**config.mk**
```make
export PLATFORM = sky130hd
export DESIGN_NAME = risc_fetch_queue
export DESIGN_NICKNAME = d
export VERILOG_FILES = /design/src/rtl/risc_pkg.sv /design/src/rtl/risc_fetch_fifo.sv /design/src/rtl/risc_fetch_queue.sv
export SDC_FILE = /design/constraint.sdc
export NUM_CORES = 1
export LEC_CHECK = 0
export ABC_CLOCK_PERIOD_IN_PS = 43900
export CAP_MARGIN = 30
export CORE_ASPECT_RATIO = 1.4
export CORE_MARGIN = 8
export CORE_UTILIZATION = 44
export CTS_CLUSTER_SIZE = 20
export DETAILED_ROUTE_END_ITERATION = 12
export PLACE_DENSITY = 0.65
export SLEW_MARGIN = 20
export SYNTH_ARGS = -nofsm -noshare
export SYNTH_HDL_FRONTEND = slang
export SYNTH_SLANG_ARGS = --single-unit
```
**constraint.sdc**
```tcl
create_clock -name clk -period 43.9 [get_ports clk]
set_input_delay 13.17 -clock clk [delete_from_list [all_inputs] [get_ports clk]]
set_output_delay 13.17 -clock clk [all_outputs]
set_load 0.01 [all_outputs]
```
**src/rtl/risc_pkg.sv**
```systemverilog
// Shared types and constants for the instruction-fetch front end.
package risc_pkg;

    localparam int unsigned XLEN = 32;
    localparam logic [XLEN-1:0] RISC_NOP = 32'h0000_0013;

    typedef struct packed {
        logic [XLEN-1:0] pc;
        logic [XLEN-1:0] instr;
        logic            filled;
    } fq_entry_t;

endpackage

```
**src/rtl/risc_fetch_fifo.sv**
```systemverilog
// In-order fetch entry storage: entries are reserved at grant, filled on response, popped by IF/ID.
module risc_fetch_fifo
    import risc_pkg::*;
#(
    parameter int unsigned DEPTH = 4,
    localparam int unsigned PTR_W = $clog2(DEPTH) + 1
) (
    input  logic             clk,
    input  logic             rst,
    input  logic             clear,
    input  logic             reserve,
    input  logic [XLEN-1:0]  reserve_pc,
    input  logic             fill,
    input  logic [XLEN-1:0]  fill_instr,
    input  logic             pop,
    output fq_entry_t        head_c,
    output logic             fill_at_head_c,
    output logic [PTR_W-1:0] pending_c,
    output logic [PTR_W-1:0] count
);

    localparam int unsigned IDX_W = $clog2(DEPTH);

    fq_entry_t        mem_q [DEPTH];
    fq_entry_t        mem_d [DEPTH];
    logic [PTR_W-1:0] rsv_q, rsv_d;
    logic [PTR_W-1:0] fill_q, fill_d;
    logic [PTR_W-1:0] head_q, head_d;
    logic [PTR_W-1:0] cnt_q, cnt_d;

    // Pop is applied after fill so a same-cycle fill+pop never leaves the entry marked filled.
    always_comb begin
        mem_d  = mem_q;
        rsv_d  = rsv_q;
        fill_d = fill_q;
        head_d = head_q;
        cnt_d  = cnt_q;
        if (clear) begin
            rsv_d  = '0;
            fill_d = '0;
            head_d = '0;
            cnt_d  = '0;
            for (int i = 0; i < int'(DEPTH); i++) begin
                mem_d[i].filled = 1'b0;
            end
        end else begin
            if (reserve) begin
                mem_d[rsv_q[IDX_W-1:0]].pc     = reserve_pc;
                mem_d[rsv_q[IDX_W-1:0]].filled = 1'b0;
                rsv_d = rsv_q + PTR_W'(1);
            end
            if (fill) begin
                mem_d[fill_q[IDX_W-1:0]].instr  = fill_instr;
                mem_d[fill_q[IDX_W-1:0]].filled = 1'b1;
                fill_d = fill_q + PTR_W'(1);
            end
            if (pop) begin
                mem_d[head_q[IDX_W-1:0]].filled = 1'b0;
                head_d = head_q + PTR_W'(1);
            end
            cnt_d = cnt_q + PTR_W'(reserve) - PTR_W'(pop);
        end
    end

    always_ff @(posedge clk or posedge rst) begin
        if (rst) begin
            for (int i = 0; i < int'(DEPTH); i++) begin
                mem_q[i] <= '0;
            end
            rsv_q  <= '0;
            fill_q <= '0;
            head_q <= '0;
            cnt_q  <= '0;
        end else begin
            mem_q  <= mem_d;
            rsv_q  <= rsv_d;
            fill_q <= fill_d;
            head_q <= head_d;
            cnt_q  <= cnt_d;
        end
    end

    assign head_c         = mem_q[head_q[IDX_W-1:0]];
    assign fill_at_head_c = (fill_q == head_q);
    assign pending_c      = rsv_q - fill_q;
    assign count          = cnt_q;

endmodule

```
**src/rtl/risc_fetch_queue.sv**
```systemverilog
// Instruction-fetch stage: memory request issue, response queueing, drop tracking and IF/ID register.
// Optional RISC_FETCH_BYPASS_EN forwards a response that lands on the queue head straight into IF/ID.
module risc_fetch_queue
    import risc_pkg::*;
#(
    parameter int unsigned DEPTH = 4
) (
    input  logic            clk,
    input  logic            rst,
    input  logic [XLEN-1:0] PCF,
    output logic            FetchAdvF,
    output logic            ImemReq,
    output logic [XLEN-1:0] ImemAddr,
    input  logic            ImemGnt,
    input  logic            ImemRvalid,
    input  logic [XLEN-1:0] ImemRdata,
    input  logic            StallD,
    input  logic            FlushD,
    output logic [XLEN-1:0] InstrD,
    output logic [XLEN-1:0] PCD,
    output logic [XLEN-1:0] PCPlus4D,
    output logic            ValidD
);

    localparam int unsigned CNT_W  = $clog2(DEPTH) + 1;
    localparam int unsigned DROP_W = CNT_W + 2;

    fq_entry_t        head;
    logic             fill_at_head;
    logic [CNT_W-1:0] pending;
    logic [CNT_W-1:0] count;

    logic             req_c, grant_c, fill_c, bypass_c, head_rdy_c, pop_c;
    logic [DROP_W-1:0] drop_q, drop_d;
    logic             valid_q, valid_d;
    logic [XLEN-1:0]  instr_q, instr_d;
    logic [XLEN-1:0]  pc_q, pc_d;
    logic [XLEN-1:0]  pcp4_q, pcp4_d;

    assign req_c    = !rst && !FlushD && (count < CNT_W'(DEPTH));
    assign grant_c  = req_c && ImemGnt;
    assign fill_c   = ImemRvalid && !FlushD && (drop_q == '0);

    assign ImemReq   = req_c;
    assign ImemAddr  = PCF;
    assign FetchAdvF = !rst && (grant_c || FlushD);

`ifdef RISC_FETCH_BYPASS_EN
    assign bypass_c = fill_c && fill_at_head && !StallD;
`else
    assign bypass_c = 1'b0;
`endif

    // Fills land in grant order, so a filled head always sits behind the fill pointer.
    assign head_rdy_c = head.filled && !fill_at_head;
    assign pop_c      = !FlushD && !StallD && (bypass_c || head_rdy_c);

    risc_fetch_fifo #(
        .DEPTH (DEPTH)
    ) u_fifo (
        .clk            (clk),
        .rst            (rst),
        .clear          (FlushD),
        .reserve        (grant_c),
        .reserve_pc     (PCF),
        .fill           (fill_c),
        .fill_instr     (ImemRdata),
        .pop            (pop_c),
        .head_c         (head),
        .fill_at_head_c (fill_at_head),
        .pending_c      (pending),
        .count          (count)
    );

    // On redirect, every grant still awaiting its response becomes a response to discard.
    always_comb begin
        drop_d = drop_q;
        if (FlushD) begin
            drop_d = drop_q + DROP_W'(pending) - DROP_W'(ImemRvalid);
        end else if (ImemRvalid && (drop_q != '0)) begin
            drop_d = drop_q - DROP_W'(1);
        end
    end

    always_comb begin
        valid_d = valid_q;
        instr_d = instr_q;
        pc_d    = pc_q;
        pcp4_d  = pcp4_q;
        if (FlushD) begin
            valid_d = 1'b0;
            instr_d = RISC_NOP;
        end else if (!StallD) begin
            if (bypass_c) begin
                valid_d = 1'b1;
                instr_d = ImemRdata;
                pc_d    = head.pc;
                pcp4_d  = head.pc + 32'd4;
            end else if (head_rdy_c) begin
                valid_d = 1'b1;
                instr_d = head.instr;
                pc_d    = head.pc;
                pcp4_d  = head.pc + 32'd4;
            end else begin
                valid_d = 1'b0;
                instr_d = RISC_NOP;
            end
        end
    end

    always_ff @(posedge clk or posedge rst) begin
        if (rst) begin
            drop_q  <= '0;
            valid_q <= 1'b0;
            instr_q <= RISC_NOP;
            pc_q    <= '0;
            pcp4_q  <= '0;
        end else begin
            drop_q  <= drop_d;
            valid_q <= valid_d;
            instr_q <= instr_d;
            pc_q    <= pc_d;
            pcp4_q  <= pcp4_d;
        end
    end

    assign ValidD   = valid_q;
    assign InstrD   = instr_q;
    assign PCD      = pc_q;
    assign PCPlus4D = pcp4_q;

endmodule

```
### Yosys cells after proc, flatten, opt, wreduce, memory -nomap -nowiden

Index checks and enable logic that the tools add are counted.

| cells by class | value |
|---|---|
| reductions and logical operators | 25 |
| bitwise gates (word level) | 5 |
| $add $sub $neg | 10 |
| equality and inequality tests | 2 |
| order comparisons | 7 |
| shifts and indexed selects | 0 |
| multiply operators | 0 |
| muxes and demuxes | 42 |
| divide/modulo/power cells | 0 |

Operators by type and width:

| operator | count |
|---|---|
| 260-bit bitwise mux | 5 |
| 260-bit two-way mux | 5 |
| 65-bit demux with 2-bit select | 5 |
| 65-bit two-way mux | 3 |
| 65-bit binary-select mux with 2-bit select | 1 |
| 32-bit two-way mux | 3 |
| 33-bit two-way mux | 1 |
| 32-bit by 3-bit adder with 32-bit output (second input constant) | 1 |
| 3-bit two-way mux | 7 |
| 1-bit logical AND | 13 |
| 1-bit two-way mux | 10 |
| 5-bit two-way mux | 2 |
| 3-bit by 1-bit adder with 3-bit output (second input constant) | 3 |
| 3-bit greater-or-equal comparator (second input constant) | 3 |
| 3-bit by 1-bit less-than comparator with 1-bit output (second input constant) | 3 |
| 2-bit NOT with 3-bit output | 3 |
| 2-bit nonzero test | 4 |
| 5-bit by 3-bit adder with 5-bit output | 1 |
| 5-bit logical NOT | 1 |
| 5-bit nonzero test | 1 |
| 5-bit by 1-bit subtractor with 5-bit output | 1 |
| 5-bit by 1-bit subtractor with 5-bit output (second input constant) | 1 |
| 1-bit logical NOT | 4 |
| 3-bit by 1-bit adder with 3-bit output | 1 |
| 8 further kinds | 9 |

| word-level totals | value |
|---|---|
| bits in registers | 374 |
| output and inout bits | 131 |
| memory bits (read-only) | 0 |
| input port bits | 70 |
| memory bits (writable) | 0 |
| bits in latches | 0 |
| memories kept | 0 |
| logic and storage cells | 112 |

### Logic depth before layout (Yosys ltp)

Gate-level depths: netlist (run 1).

| logic depth | value |
|---|---|
| depth in word-level cells | 16 |
| depth in mapped cells | 14 |

### Hierarchy

From an unflattened synthesis (run 1), not the netlist that was laid out.

| unflattened totals | value |
|---|---|
| cell total of the unflattened synthesis | 1202 |
| area total of the unflattened synthesis | 16861.2 um^2 |

By module, submodules not included:

| module | area an instance (um^2) | instances | sequential area each (um^2) | cells an instance |
|---|---|---|---|---|
| risc_fetch_fifo | 12096.6 | 1 | 6806.5 | 718 |
| risc_fetch_queue | 4764.6 | 1 | 2506.2 | 484 |

### Worst setup path after synthesis (run 1)

Ideal clock, no wire load.

| timing | value |
|---|---|
| kind | in2out |
| from | input rst |
| to | output FetchAdvF |
| data required time | 30730 ps |
| setup slack | 16558 ps |
| stages | 5 |
| arrival time | 14172 ps |
| cells stage by stage | nor3_1 -> and2_1 -> clkbuf_1 -> nor2_1 -> nor2_1 |

| between the ends | value |
|---|---|
| cells in the longest elaborated chain, start to end | 6 |

RTL lines:

| element | line | RTL |
|---|---|---|
| start: declaration | risc_fetch_queue.sv:9 | `input logic rst,` |
| 1-bit logical NOT (no source line) (*) | -- |  |
| 1-bit logical AND (2 in series) | risc_fetch_queue.sv:40 | `assign req_c = !rst && !FlushD && (count < CNT_W'(DEPTH));` |
| 1-bit logical AND | risc_fetch_queue.sv:41 | `assign grant_c = req_c && ImemGnt;` |
| 1-bit logical OR | risc_fetch_queue.sv:46 | `assign FetchAdvF = !rst && (grant_c \|\| FlushD);` |
| 1-bit logical AND (*) | risc_fetch_queue.sv:46 |  |
| end: declaration | risc_fetch_queue.sv:11 | `output logic FetchAdvF,` |

Mark *: on every way between the ends. The rest lies on a longest branch, timed or not.

### Worst setup path after layout (run 1)

| timing | value |
|---|---|
| from | input FlushD |
| to | output FetchAdvF |

| between the ends | value |
|---|---|
| cells in the longest elaborated chain, start to end | 6 |

RTL lines:

| element | line | RTL |
|---|---|---|
| start: declaration | risc_fetch_queue.sv:18 | `input logic FlushD,` |
| 1-bit logical NOT | risc_fetch_queue.sv:40 |  |
| 1-bit logical AND (2 in series) | risc_fetch_queue.sv:40 |  |
| 1-bit logical AND | risc_fetch_queue.sv:41 |  |
| 1-bit logical OR (*) | risc_fetch_queue.sv:46 |  |
| 1-bit logical AND (*) | risc_fetch_queue.sv:46 |  |

Marks and branches as above.

==> results of run 1 <==
## worst min-delay path, cell delays in order (launching register included)
cell     delay, ps
dfrtp_1        340
nand2_1         50
nand2_1         50
## cell usage after synthesis (3+ instances only)
cell / count / area, µm²
a22o_1: 29 / 254
a22oi_1: 3 / 22.5
dfrtp_1: 369 / 9230
ha_1: 24 / 300
nor3_1: 5 / 25.0
or3_1: 3 / 18.8
buf_4: 36 / 270
xnor2_1: 21 / 184
o21ai_1: 9 / 45.0
nor4_1: 3 / 18.8
buf_1: 19 / 71.3
mux4_1: 3 / 78.8
mux2_2: 257 / 2890
clkbuf_1: 32 / 120
xor2_1: 23 / 201
nand3b_1: 6 / 45.0
nand4_1: 5 / 31.3
inv_1: 24 / 90.1
nor2_1: 17 / 63.8
mux4_2: 62 / 1400
o22a_1: 3 / 26.3
fa_1: 3 / 60.1
nand2_1: 153 / 574
buf_2: 8 / 40.0
and3_1: 5 / 31.3
dfstp_2: 3 / 78.8
and2_1: 4 / 25.0
nand3_1: 14 / 70.1
a21oi_1: 6 / 30.0
o21ai_0: 24 / 120
## how the worst min path moves through the flow
stage,cells after the start,startpoint,slack (ps),endpoint
after floorplan,1,drop_q[4],450,drop_q[4]
after global placement,2,PCD[29],460,PCD[29]
after detailed placement,2,PCPlus4D[3],460,PCPlus4D[3]
after CTS,2,PCPlus4D[3],480,PCPlus4D[3]
after global routing,1,drop_q[4],490,drop_q[4]
final,2,PCPlus4D[3],470,PCPlus4D[3]
## power groups by stage
stage          combinational, µW  sequential, µW  clock, µW
2_1_floorplan                114             407          0
3_3_place_gp                 149             411          0
6_report                     151             407        322
4_1_cts                      153             407        332
3_5_place_dp                 153             413          0
5_1_grt                      168             413        344
## per-layer routing
metal	GRT usage (%)	part of all wire (%)	vias to the layer above
met5	0	0.068	-
met4	4.63	1.9	4
met3	4.30	5.4	55
met2	31.4	51	238
met1	22.2	42	5238
li1	-	-	4553
## cells in the final DEF (no fill, tap or decap), drive strengths merged, types with 17 or more instances in the layout
cell type,count
o21ai,33
inv,26
nand2,153
dfrtp,369
xor2,23
a22o,29
mux4,65
clkdlybuf4s50,200
nor2,17
mux2,257
ha,24
buf,21
xnor2,21
clkbuf,54
## through the flow
step / util [%] / setup WS, ps
detailed placement: 50.5 / 15530
CTS: 53.7 / 15530
global route: 53.9 / 15380
floorplan: - / 16560
global placement: 50.3 / 15560
finish: 53.9 / 15560
## cell type report
cell class | count | area, µm² | area share [%]
sequential | 372 | 9320 | 46.1
multi-input combinational | 703 | 6750 | 33.4
timing repair buffer | 222 | 2240 | 11.1
clock buffer | 53 | 1080 | 5.33
tap | 473 | 592 | 2.93
clock inverter | 11 | 140 | 0.693
inverter | 24 | 97.6 | 0.483
## cells by family (layout without fill, tap and decap cells)
logic type	Yosys count	count (layout)	share of synthesized area, %
flip-flops	372	372	55.8
multiplexers	323	323	26.3
AND/OR/NAND/NOR	227	227	6.23
buffers and inverters	122	310	3.86
AO/OA/AOI/OAI	82	82	3.33
XOR/XNOR	44	44	2.31
adder cells (fa/ha/maj)	27	27	2.16
==> metrics.yaml, run 1 <==
hold_buffers: 0
final_cells: 1858
fill_cells: 3156
cp_slowest_cell: "clkdlybuf4s50_1"
syn-num-nets: 1294
ys_ff_latch: 372
cts-resized-gates: 0
drive_above_1_share_pct: 30.0
clock_path_buffers: 3
syn_area_um2: 16700
timing.rr.start: "u_fifo.head_q[0]"
comb_power_share_pct: 17.2
slew_violations: 0
via_per_inst: 5.43
startpoint_type: "input pin"
cpLargestDelayFamily: "buffers and inverters"
worstMarginPinSlew_ps: 943
antenna_found_initial: 2
fin_crit_sh_pct: 64.6
drtPass1Iterations: 5
root_buffer: "clkbuf_16"
path_class: "input pin to primary output"
rr_worst_depth: 7
p_switching_uw: 220
cp_max_fo: 30
avgSynthCellArea_um2: 13.9
p_sw_share_pct: 25.0
dp.cells: 1791
finalPower_uw: 880
antenna_left: 0
cts.sinks: 372
n_antenna_cell: 0
dpl-instance-area_um2: 18900
crit_end: "FetchAdvF"
critical_path_buf_inv_count: 3
rows: 84
arrival_ps: 15170
finalClockSkew_ps: 17.4
grt_overflow: 0
finalHoldViolCount: 0
max_cap_viol_count: 0
synth_seq_area_share_pct: 55.8
globalplace.congestion: 0.776
dieHeight_um: 246
synth_cell_types: 46
io_buffers: 200
tritoncts: "built"
nets: 1459
ys_warn_count: 0
clock_power_share_pct: 36.5
die_width_um: 181
p_leak_uw: 0.00932
powerDensity_nw_per_um2: 43.5
grt_usage_pct: 18.0
routed_wl_mm: 39.6
fin_crit_ps: 28340
cp-end-kind: "primary output"
clkLatencyLatePin_ps: 530
drtIter0Drc: 507
htree_levels: 2
synthFlopType: "dfrtp_1"
num_vias: 10100
initial_utilization_pct: 44.4
routedWlPerCell_um: 21.3
crit_chain: "clkdlybuf4s50_1, buf_4, nor3_1, and2_1, nor2_1, nor2_1, clkdlybuf4s50_1"
numCtsBuffers: 39
setup.worst_path.start: "FlushD"
rsz0062_at_grt: "false"
cp_data_required_time_ps: 30730
grt_pass1_vias: 10800
synth_edf_count: 0
final-setup-viol-count: 0
internal_power_uw: 660
syn_inst: 1197
clk_pin_slew_ps: 60
crit_cells: 7
ios: 201
ir_drop_v: 0.0000285
worstReg2RegEnd: "PCPlus4D[31]"
status: "completed"
hold_class: "register to register"
die_area_um2: 44500
reg2reg_slack_ps: 40520
hold-worst-slack_ps: 473
postCtsSetupRepairBufs: 0
finalInstanceArea_um2: 20200
final.setup.tns_ps: 0
fmax_mhz: 35.3
route.detailed.drc: 0
p_seq_share_pct: 46.3
slowest_delay_ps: 540
core_um2: 37500
grt_max_degree: 95
async_flop_share_pct: 100
dp_hpwl_mm: 25.8
grt_pass1_wl_mm: 63.4
area_delta_synth_final_pct: 21.2
slew_headroom_pct: 37.1
Power figures use the tool's default switching activity.
==> run 2: changes to the inputs <==
- ABC_CLOCK_PERIOD_IN_PS: 43900 -> 26300
- clock period: 43.9 -> 26.3 ns (I/O delays scaled with it)
==> run 2 against run 1 <==
Final area rose by 0.16%. Utilization increased by 0.087 points. Critical path type unchanged. Global-route usage is 0.053 points lower. First-iteration DRC count increased by 3.6%. Worst hold slack about the same. Critical path depth unchanged. Highest routed layer unchanged.
==> metrics.yaml, run 2 (synthesis results as in run 1) <==
initial_utilization_pct: 44.4
globalplace.congestion: 0.768
fin_crit_sh_pct: 67.5
grt_max_degree: 134
fmax_mhz: 56.3
io_buffers: 200
drtIter0Drc: 525
cp_slowest_cell: "clkdlybuf4s50_1"
p_leak_uw: 0.00933
layout_common_cells: "367 x dfrtp_1, 257 x mux2_2, 200 x clkdlybuf4s50_1, 149 x nand2_1, 62 x mux4_2"
slew_violations: 0
die_width_um: 181
root_buffer: "clkbuf_16"
final_util_pct: 54.0
cp_max_fo: 30
postCtsSetupRepairBufs: 0
routed.top_layer: "met5"
cts.sinks: 372
powerDensity_nw_per_um2: 72.4
via_per_inst: 5.37
route.detailed.drc: 0
clock_path_buffers: 3
routed-wl-met2_mm: 20.1
slowest_delay_ps: 540
dieHeight_um: 246
routed_wl_mm: 39.5
die_area_um2: 44500
fin_crit_ps: 17760
cp_data_required_time_ps: 18410
path_class: "input pin to primary output"
htree_levels: 2
final_common_cell: "dfrtp_1"
grt_overflow: 0
cts-resized-gates: 0
numCtsBuffers: 38
tritoncts: "built"
ios: 201
crit_chain: "clkdlybuf4s50_1, buf_4, nor3_1, and2_1, nor2_1, nor2_1, clkdlybuf4s50_1"
grt_usage_pct: 17.9
drtPass1Iterations: 5
finalHoldViolCount: 0
final.setup.tns_ps: 0
area_delta_synth_final_pct: 21.4
nets: 1458
arrival_ps: 9870
startpoint_type: "input pin"
hold_buffers: 0
n_antenna_cell: 0
clkLatencyLatePin_ps: 530
wl_met1_mm: 16.7
fill_cells: 3141
routedWlPerCell_um: 21.2
clk_pin_slew_ps: 60
max_cap_viol_count: 0
finalClockSkew_ps: 13.4
hold_class: "register to register"
wl_met3_mm: 1.97
grt_pass1_vias: 10900
status: "completed"
cp-end-kind: "primary output"
antenna_found_initial: 2
dp_hpwl_mm: 26.1
core_um2: 37500
rows: 84
grt_pass1_wl_mm: 62.9
final-setup-viol-count: 0
drive_above_1_share_pct: 29.9
worstMarginPinSlew_ps: 934
antenna_left: 0
rsz0062_at_grt: "false"
num_vias: 9990
slew_headroom_pct: 37.7
ir_drop_v: 0.0000604
run 2: worst paths after layout:
| kind | slack [ps] | start | to | cells past startpoint |
|---|---|---|---|---|
| setup / recovery | 8540 | FlushD | FetchAdvF | 7 |
| hold / removal | 470 | PCD[27] | PCD[27] | 2 |
| setup reg to reg | 22710 | u_fifo.head_q[0] | PCPlus4D[21] | 7 |
| hold reg to reg | 470 | PCD[27] | PCD[27] | 2 |
| max in group asynchronous | 16690 | rst | async pin | 6 |
| min in group asynchronous | 7820 | rst | u_fifo.count[2] | 2 |
run 2: worst max-delay path: cells and delay by family:
kind / cells / cell delay (ps)
AND/OR/NAND/NOR: 4 / 810
buffers and inverters: 3 / 1170
run 2: where the power goes:
| part | switching, µW | total, µW | internal (µW) |
|---|---|---|---|
| combinational | 111 | 253 | 142 |
| sequential | 36.0 | 680 | 644 |
| clock | 216 | 532 | 317 |
| total | 362 | 1470 | 1100 |
run 2: through the flow:
| step | cell area [µm²] | instances | hold slack, ps | setup WS (ps) | power (µW) |
|---|---|---|---|---|---|
| floorplan | 16700 | 1197 | 447 | 8080 | 870 |
| CTS | 20200 | 1858 | 476 | 8520 | 1490 |
| global placement | 18900 | 1788 | 456 | 8520 | 936 |
| detailed placement | 19000 | 1791 | 461 | 8520 | 946 |
| finish | 20300 | 1861 | 473 | 8540 | 1470 |
| global route | 20300 | 1861 | 495 | 8390 | 1540 |
run 2: per-layer routing:
metal | global-route usage (%) | vias to the layer above
li1 | - | 4561
met1 | 21.8 | 5163
met2 | 32.0 | 212
met3 | 3.98 | 50
met4 | 4.34 | 4
met5 | 0 | -
run 2: area by class of cell:
class                           instances  area (µm²)  share of cell area, %
Timing Repair Buffer                  222        2260                   11.1
Clock inverter                          6        57.6                  0.284
Sequential cell                       372        9320                   46.0
Inverter                               24        97.6                  0.482
Clock buffer                           61        1180                   5.83
Multi-Input combinational cell        703        6750                   33.3
Tap cell                              473         592                   2.92
